[src/rtl/dmem_arbiter_pkg.sv]
// Shared definitions for the data-memory arbiter: FSM encodings, port indices
// and default widths.
package dmem_arbiter_pkg;

  typedef enum logic {
    ST_IDLE   = 1'b0,
    ST_LOCKED = 1'b1
  } state_e;

  localparam logic PORT_CPU = 1'b0;
  localparam logic PORT_LDR = 1'b1;

  localparam int DEF_ADDR_W   = 10;
  localparam int DEF_DATA_W   = 32;
  localparam int DEF_MAX_WAIT = 8;
  localparam int WAIT_W       = 8;

endpackage

[src/rtl/dmem_arbiter_rr_pick2.sv]
// Two-way round-robin selector. A non-zero one-hot force_i overrides the
// round-robin choice and grants only the forced port (if it requests).
module rr_pick2
  import dmem_arbiter_pkg::*;
(
  input  logic [1:0] req_i,
  input  logic       last_i,
  input  logic [1:0] force_i,
  output logic [1:0] gnt_o
);

  // Grant selection: forced port, else the port that did not win last time.
  always_comb begin
    gnt_o = 2'b00;
    if (force_i != 2'b00) begin
      gnt_o = req_i & force_i;
    end else begin
      case (req_i)
        2'b01:   gnt_o = 2'b01;
        2'b10:   gnt_o = 2'b10;
        2'b11:   gnt_o = (last_i == PORT_CPU) ? 2'b10 : 2'b01;
        default: gnt_o = 2'b00;
      endcase
    end
  end

endmodule

[src/rtl/dmem_arbiter.sv]
// Shares a single-port data memory between the processor (port 0) and a
// loader/debug master (port 1) with round-robin, lock bursts and a starvation bound.
module dmem_arbiter
  import dmem_arbiter_pkg::*;
#(
  parameter int ADDR_W   = DEF_ADDR_W,
  parameter int DATA_W   = DEF_DATA_W,
  parameter int MAX_WAIT = DEF_MAX_WAIT
) (
  input  logic              clk,
  input  logic              rst_n,
  input  logic              m0_req,
  input  logic              m0_we,
  input  logic [ADDR_W-1:0] m0_addr,
  input  logic [DATA_W-1:0] m0_wdata,
  output logic              m0_gnt,
  output logic              m0_rvalid,
  output logic [DATA_W-1:0] m0_rdata,
  input  logic              m1_req,
  input  logic              m1_we,
  input  logic [ADDR_W-1:0] m1_addr,
  input  logic [DATA_W-1:0] m1_wdata,
  output logic              m1_gnt,
  output logic              m1_rvalid,
  output logic [DATA_W-1:0] m1_rdata,
  input  logic              m1_lock,
  output logic              mem_en,
  output logic              mem_we,
  output logic [ADDR_W-1:0] mem_addr,
  output logic [DATA_W-1:0] mem_wdata,
  input  logic [DATA_W-1:0] mem_rdata
);

  localparam logic [WAIT_W-1:0] MAX_WAIT_C = WAIT_W'(MAX_WAIT);

  state_e            state_q, state_d;
  logic              last_q, last_d;
  logic [WAIT_W-1:0] wait_q, wait_d;
  logic              rearm_q, rearm_d;
  logic              rd_valid_q, rd_valid_d;
  logic              rd_owner_q, rd_owner_d;
  logic              brk_s;
  logic [1:0]        force_s;
  logic [1:0]        pick_s;
  logic [1:0]        gnt_s;

  // Lock gives port 1 exclusive priority; the starvation break forces port 0.
  always_comb begin
    brk_s   = (state_q == ST_LOCKED) && (wait_q == MAX_WAIT_C);
    force_s = 2'b00;
    if (state_q == ST_LOCKED) begin
      force_s = brk_s ? 2'b01 : 2'b10;
    end else begin
      force_s = 2'b00;
    end
  end

  rr_pick2 u_pick (
    .req_i   ({m1_req, m0_req}),
    .last_i  (last_q),
    .force_i (force_s),
    .gnt_o   (pick_s)
  );

  // No grant while reset is asserted, so a write in that cycle never commits.
  assign gnt_s  = rst_n ? pick_s : 2'b00;
  assign m0_gnt = gnt_s[0];
  assign m1_gnt = gnt_s[1];

  // Memory port mirrors the granted requester, zero when idle.
  always_comb begin
    mem_en    = 1'b0;
    mem_we    = 1'b0;
    mem_addr  = {ADDR_W{1'b0}};
    mem_wdata = {DATA_W{1'b0}};
    if (gnt_s[1]) begin
      mem_en    = 1'b1;
      mem_we    = m1_we;
      mem_addr  = m1_addr;
      mem_wdata = m1_wdata;
    end else if (gnt_s[0]) begin
      mem_en    = 1'b1;
      mem_we    = m0_we;
      mem_addr  = m0_addr;
      mem_wdata = m0_wdata;
    end else begin
      mem_en    = 1'b0;
    end
  end

  // Next-state logic: FSM, round-robin history, starvation counter, read tag.
  always_comb begin
    state_d    = state_q;
    last_d     = last_q;
    wait_d     = {WAIT_W{1'b0}};
    rearm_d    = rearm_q;
    rd_valid_d = 1'b0;
    rd_owner_d = rd_owner_q;
    if (gnt_s != 2'b00) begin
      last_d     = gnt_s[1];
      rd_valid_d = ~mem_we;
      rd_owner_d = gnt_s[1];
    end else begin
      last_d     = last_q;
    end
    // After a starvation break, lock must be seen low before it can re-engage.
    if (!m1_lock) begin
      rearm_d = 1'b0;
    end else begin
      rearm_d = rearm_q;
    end
    case (state_q)
      ST_IDLE: begin
        if (gnt_s[1] && m1_lock && !rearm_q) begin
          state_d = ST_LOCKED;
        end else begin
          state_d = ST_IDLE;
        end
      end
      ST_LOCKED: begin
        if (brk_s) begin
          state_d = ST_IDLE;
          rearm_d = m1_lock;
        end else if (!m1_lock) begin
          state_d = ST_IDLE;
        end else begin
          state_d = ST_LOCKED;
          wait_d  = m0_req ? (wait_q + 8'd1) : {WAIT_W{1'b0}};
        end
      end
      default: state_d = ST_IDLE;
    endcase
  end

  // State registers with synchronous active-low reset.
  always_ff @(posedge clk) begin
    if (!rst_n) begin
      state_q    <= ST_IDLE;
      last_q     <= PORT_LDR;
      wait_q     <= {WAIT_W{1'b0}};
      rearm_q    <= 1'b0;
      rd_valid_q <= 1'b0;
      rd_owner_q <= PORT_CPU;
    end else begin
      state_q    <= state_d;
      last_q     <= last_d;
      wait_q     <= wait_d;
      rearm_q    <= rearm_d;
      rd_valid_q <= rd_valid_d;
      rd_owner_q <= rd_owner_d;
    end
  end

  assign m0_rvalid = rd_valid_q && (rd_owner_q == PORT_CPU);
  assign m1_rvalid = rd_valid_q && (rd_owner_q == PORT_LDR);
  assign m0_rdata  = m0_rvalid ? mem_rdata : {DATA_W{1'b0}};
  assign m1_rdata  = m1_rvalid ? mem_rdata : {DATA_W{1'b0}};

endmodule

[config.mk]
export PLATFORM = sky130hd
export DESIGN_NAME = dmem_arbiter
export DESIGN_NICKNAME = d
export VERILOG_FILES = /design/src/rtl/dmem_arbiter_pkg.sv /design/src/rtl/dmem_arbiter_rr_pick2.sv /design/src/rtl/dmem_arbiter.sv
export SDC_FILE = /design/constraint.sdc
export NUM_CORES = 1
export LEC_CHECK = 0
export ABC_AREA = 1
export CAP_MARGIN = 20
export CORE_MARGIN = 4
export CORE_UTILIZATION = 22
export DETAILED_ROUTE_END_ITERATION = 12
export PLACE_DENSITY_LB_ADDON = 0.1
export SETUP_SLACK_MARGIN = 0.15
export SLEW_MARGIN = 15
export SYNTH_ARGS = -nofsm -noshare
export SYNTH_HDL_FRONTEND = slang
export SYNTH_SLANG_ARGS = --single-unit
[constraint.sdc]
create_clock -name clk -period 1.6 [get_ports clk]
set_input_delay 0.32 -clock clk [delete_from_list [all_inputs] [get_ports clk]]
set_output_delay 0.32 -clock clk [all_outputs]
set_load 0.005 [all_outputs]
==> summary.txt <==
run status -> finished, violations left
failing checks -> negative setup slack
worst setup margin -> -0.489 ns
WL met2 -> 7.97 mm
Synth area leader -> nand2_1
HP Class -> register to register
CP Buf/Inv Count -> 6
Slew Limit Fails -> 0
share of post-route cells with drive strength above 1 -> 60.5%
CP Max Fanout -> 5
detailed placement HPWL -> 8.24 mm
Synth Instances -> 328
Slew HR -> 84.5%
CTS sink cnt -> 13
clk slew on worst S/H paths -> 0.06 ns
worst-case clock buffer depth -> 2
H-tree levels -> 1
M1 WL -> 4.69 mm
clk root buf -> clkbuf_8
TritonCTS clock tree -> done
CP max stage cell -> dfxtp_2
met3 WL -> 1.04 mm
post-layout util -> 82.4%
Tot GR Track Use -> 23.7%
largest net degree at the start of global routing -> 12
initial drt markers -> 79
uppermost routed layer -> met4
drt via density -> 4.52
net count reported at finish -> 774
Cells after DPL -> 678
R2R setup slack -> 0.04 ns
final antenna-violating net count -> 0
global route total overflow -> 0
CP peak stage delay -> 0.32 ns
synthesis-to-finish area growth -> 262%
Synth Area per Inst -> 5.06 um^2
Synth top area share -> 28.0%
Die Ht -> 94.9 um
Leakage -> 0.00299 uW
#FFs+latches synth -> 13
antenna cells -> 0
Worst Reg-to-Reg Cells -> 13
RSZ-0062 raised after global routing -> yes
Clock Latency Late Sink -> 0.24 ns
critical-path cell list -> inv_2, ha_4, nand2_4, nor2_4, a21oi_4, buf_6, buf_12, buf_16, buf_12, nand2_2, nand2_2, buf_2
Setup CP Type -> register to primary output
Vias -> 3378
Worst EP required -> 1.28 ns
Worst Hold Path Cells -> 2
die width -> 94.9 um
routed length per instance -> 19.2 um
Hold EP -> rearm_q
worst hold start -> rearm_q
total CTS buffers -> 3
sequential element share of the synthesized area -> 15.7%
Final Cell Area -> 6010 um^2
top post-synthesis cells by area -> nand2_1 (28%), nor2_1 (17%), dfxtp_1 (16%)
cell area after synthesis -> 1660 um^2
vias in the first global route -> 3113
Slew @ Worst Pin -> 0.231 ns
worst reg2reg path endpoint -> rd_valid_q
final hold violations -> 0
crit path DAT -> 1.77 ns
Port-buffer cells -> 234
endpoints failing setup -> 109
min Tclk post-route -> 2.09 ns
CP startpoint kind -> register
PD cells -> 365 nW/um^2
Placement Setup Slack -> -0.809 ns
drt drc -> 0
Final GP Congestion -> 0.839
synth unique cells -> 24
Placed Area -> 4320 um^2
Core Region -> 7290 um^2
Syn. warnings -> 0
max-cap violations -> 0
initial antenna violation count -> 0
IO Pins -> 235
Critical Path Stages -> 12
reg2reg start -> wait_q[0]
top cell family by delay on the critical path -> buffers and inverters
maximum resistive drop on vdd -> 0.599 mV
Rows -> 31
Final Non-Filler Cells -> 747
clock skew -> 0.00288 ns
f_max -> 479 MHz
die area -> 9000 um^2
1st-pass router iterations -> 4
drt total wl -> 14.3 mm
Syn Nets -> 453
CP Capture Type -> primary output
first-pass GRT wire length -> 16.4 mm
Initial Util -> 22.8%
Final Cycle Share -> 131%
logic make-up (layout without fill, tap and decap cells):
logic type / count (synthesis) / after routing / share of synthesized area (%)
buffers and inverters: 67 / 387 / 18.6
flip-flops: 13 / 13 / 15.7
XOR/XNOR: 3 / 3 / 1.58
adder cells (fa/ha/maj): 2 / 2 / 1.51
AO/OA/AOI/OAI: 9 / 9 / 3.54
AND/OR/NAND/NOR: 234 / 234 / 59.1
registers in the layout (all words and copies together), names as in the netlist:
signal,cells
last_q,1
rd_owner_q,1
rd_valid_q,1
rearm_q,1
state_q,1
wait_q,8
cell usage after synthesis (all sizes together):
master / n
clkinv: 1
nand2: 147
or2: 1
nand3: 7
dfxtp: 13
xor2: 3
inv: 52
nor2: 75
o21ai: 1
buf: 8
ha: 2
clkbuf: 6
nand4: 3
o31ai: 1
nor3: 1
a21oi: 7
how the worst max path moves through the flow:
stage	end	start	slack, ns
6_report	mem_addr[2]	wait_q[0]	-0.49
5_1_grt	mem_addr[8]	wait_q[0]	-0.58
4_1_cts	mem_wdata[0]	wait_q[1]	-0.52
3_5_place_dp	mem_wdata[3]	rst_n	-0.81
3_3_place_gp	mem_wdata[17]	rst_n	-0.82
2_1_floorplan	mem_wdata[22]	wait_q[1]	0.05
layer usage:
layer,vias up,GRT usage (%)
li1,1596,-
met1,1560,25.0
met2,176,46.3
met3,46,4.94
met4,0,7.09
met5,-,0
power breakdown:
part / switching, uW / total (uW) / leakage (uW) / internal [uW]
Clock: 119 / 295 / 0.0000228 / 176
Combinational: 638 / 1560 / 0.00286 / 924
Sequential: 7.01 / 338 / 0.000109 / 331
Total: 765 / 2190 / 0.00299 / 1430
cell type report:
cell class / count / area (um^2)
clock buffers: 4 / 45.0
inverters: 53 / 239
flip-flops and latches: 13 / 272
repair buffers: 330 / 3480
well taps: 99 / 124
multi-input cells: 248 / 1850
fillers: 410 / 1280
timing repair:
action,CTS,global route
gates cloned,13,2
buffers inserted,30,20
pin swaps,14,36
hold buffers,0,0
gates resized for setup,555,250
endpoints found under the setup margin,114,115
placed cells by master, fill, tap and decap left out, types with 2 or more instances in the layout:
master | synthesis | final
nand3_1 | 7 | 5
nand2_4 | 3 | 22
buf_12 | 2 | 19
buf_2 | 4 | 60
clkbuf_16 | 0 | 2
a21oi_1 | 6 | 5
nand2_2 | 20 | 66
nor2_1 | 73 | 8
inv_1 | 50 | 41
buf_16 | 0 | 12
clkbuf_8 | 0 | 3
inv_2 | 2 | 8
nor2_2 | 1 | 7
nand2_1 | 124 | 58
clkbuf_2 | 0 | 4
dfxtp_1 | 13 | 6
buf_6 | 2 | 81
buf_8 | 0 | 6
dlygate4sd2_1 | 0 | 3
nand3_2 | 0 | 2
buf_4 | 0 | 24
nand4_1 | 3 | 3
clkinv_8 | 0 | 3
xor2_1 | 3 | 3
clkdlybuf4s50_1 | 0 | 119
nor2_4 | 1 | 60
dfxtp_2 | 0 | 6
through the flow:
stage               setup TNS (ns)  hold WS, ns  total power (uW)
floorplan                        0        0.404               598
global placement            -45.75        0.451              1280
detailed placement          -46.54        0.469              1290
CTS                         -21.46        0.472              1800
global route                -36.09        0.519              2280
finish                      -29.68        0.474              2190
tightest hold or removal path, stage by stage (launching register included):
cell	delay, ns
dfxtp_1	0.29
inv_1	0.07
a21oi_1	0.07
Note: power is estimated with default switching activity, not from simulation.
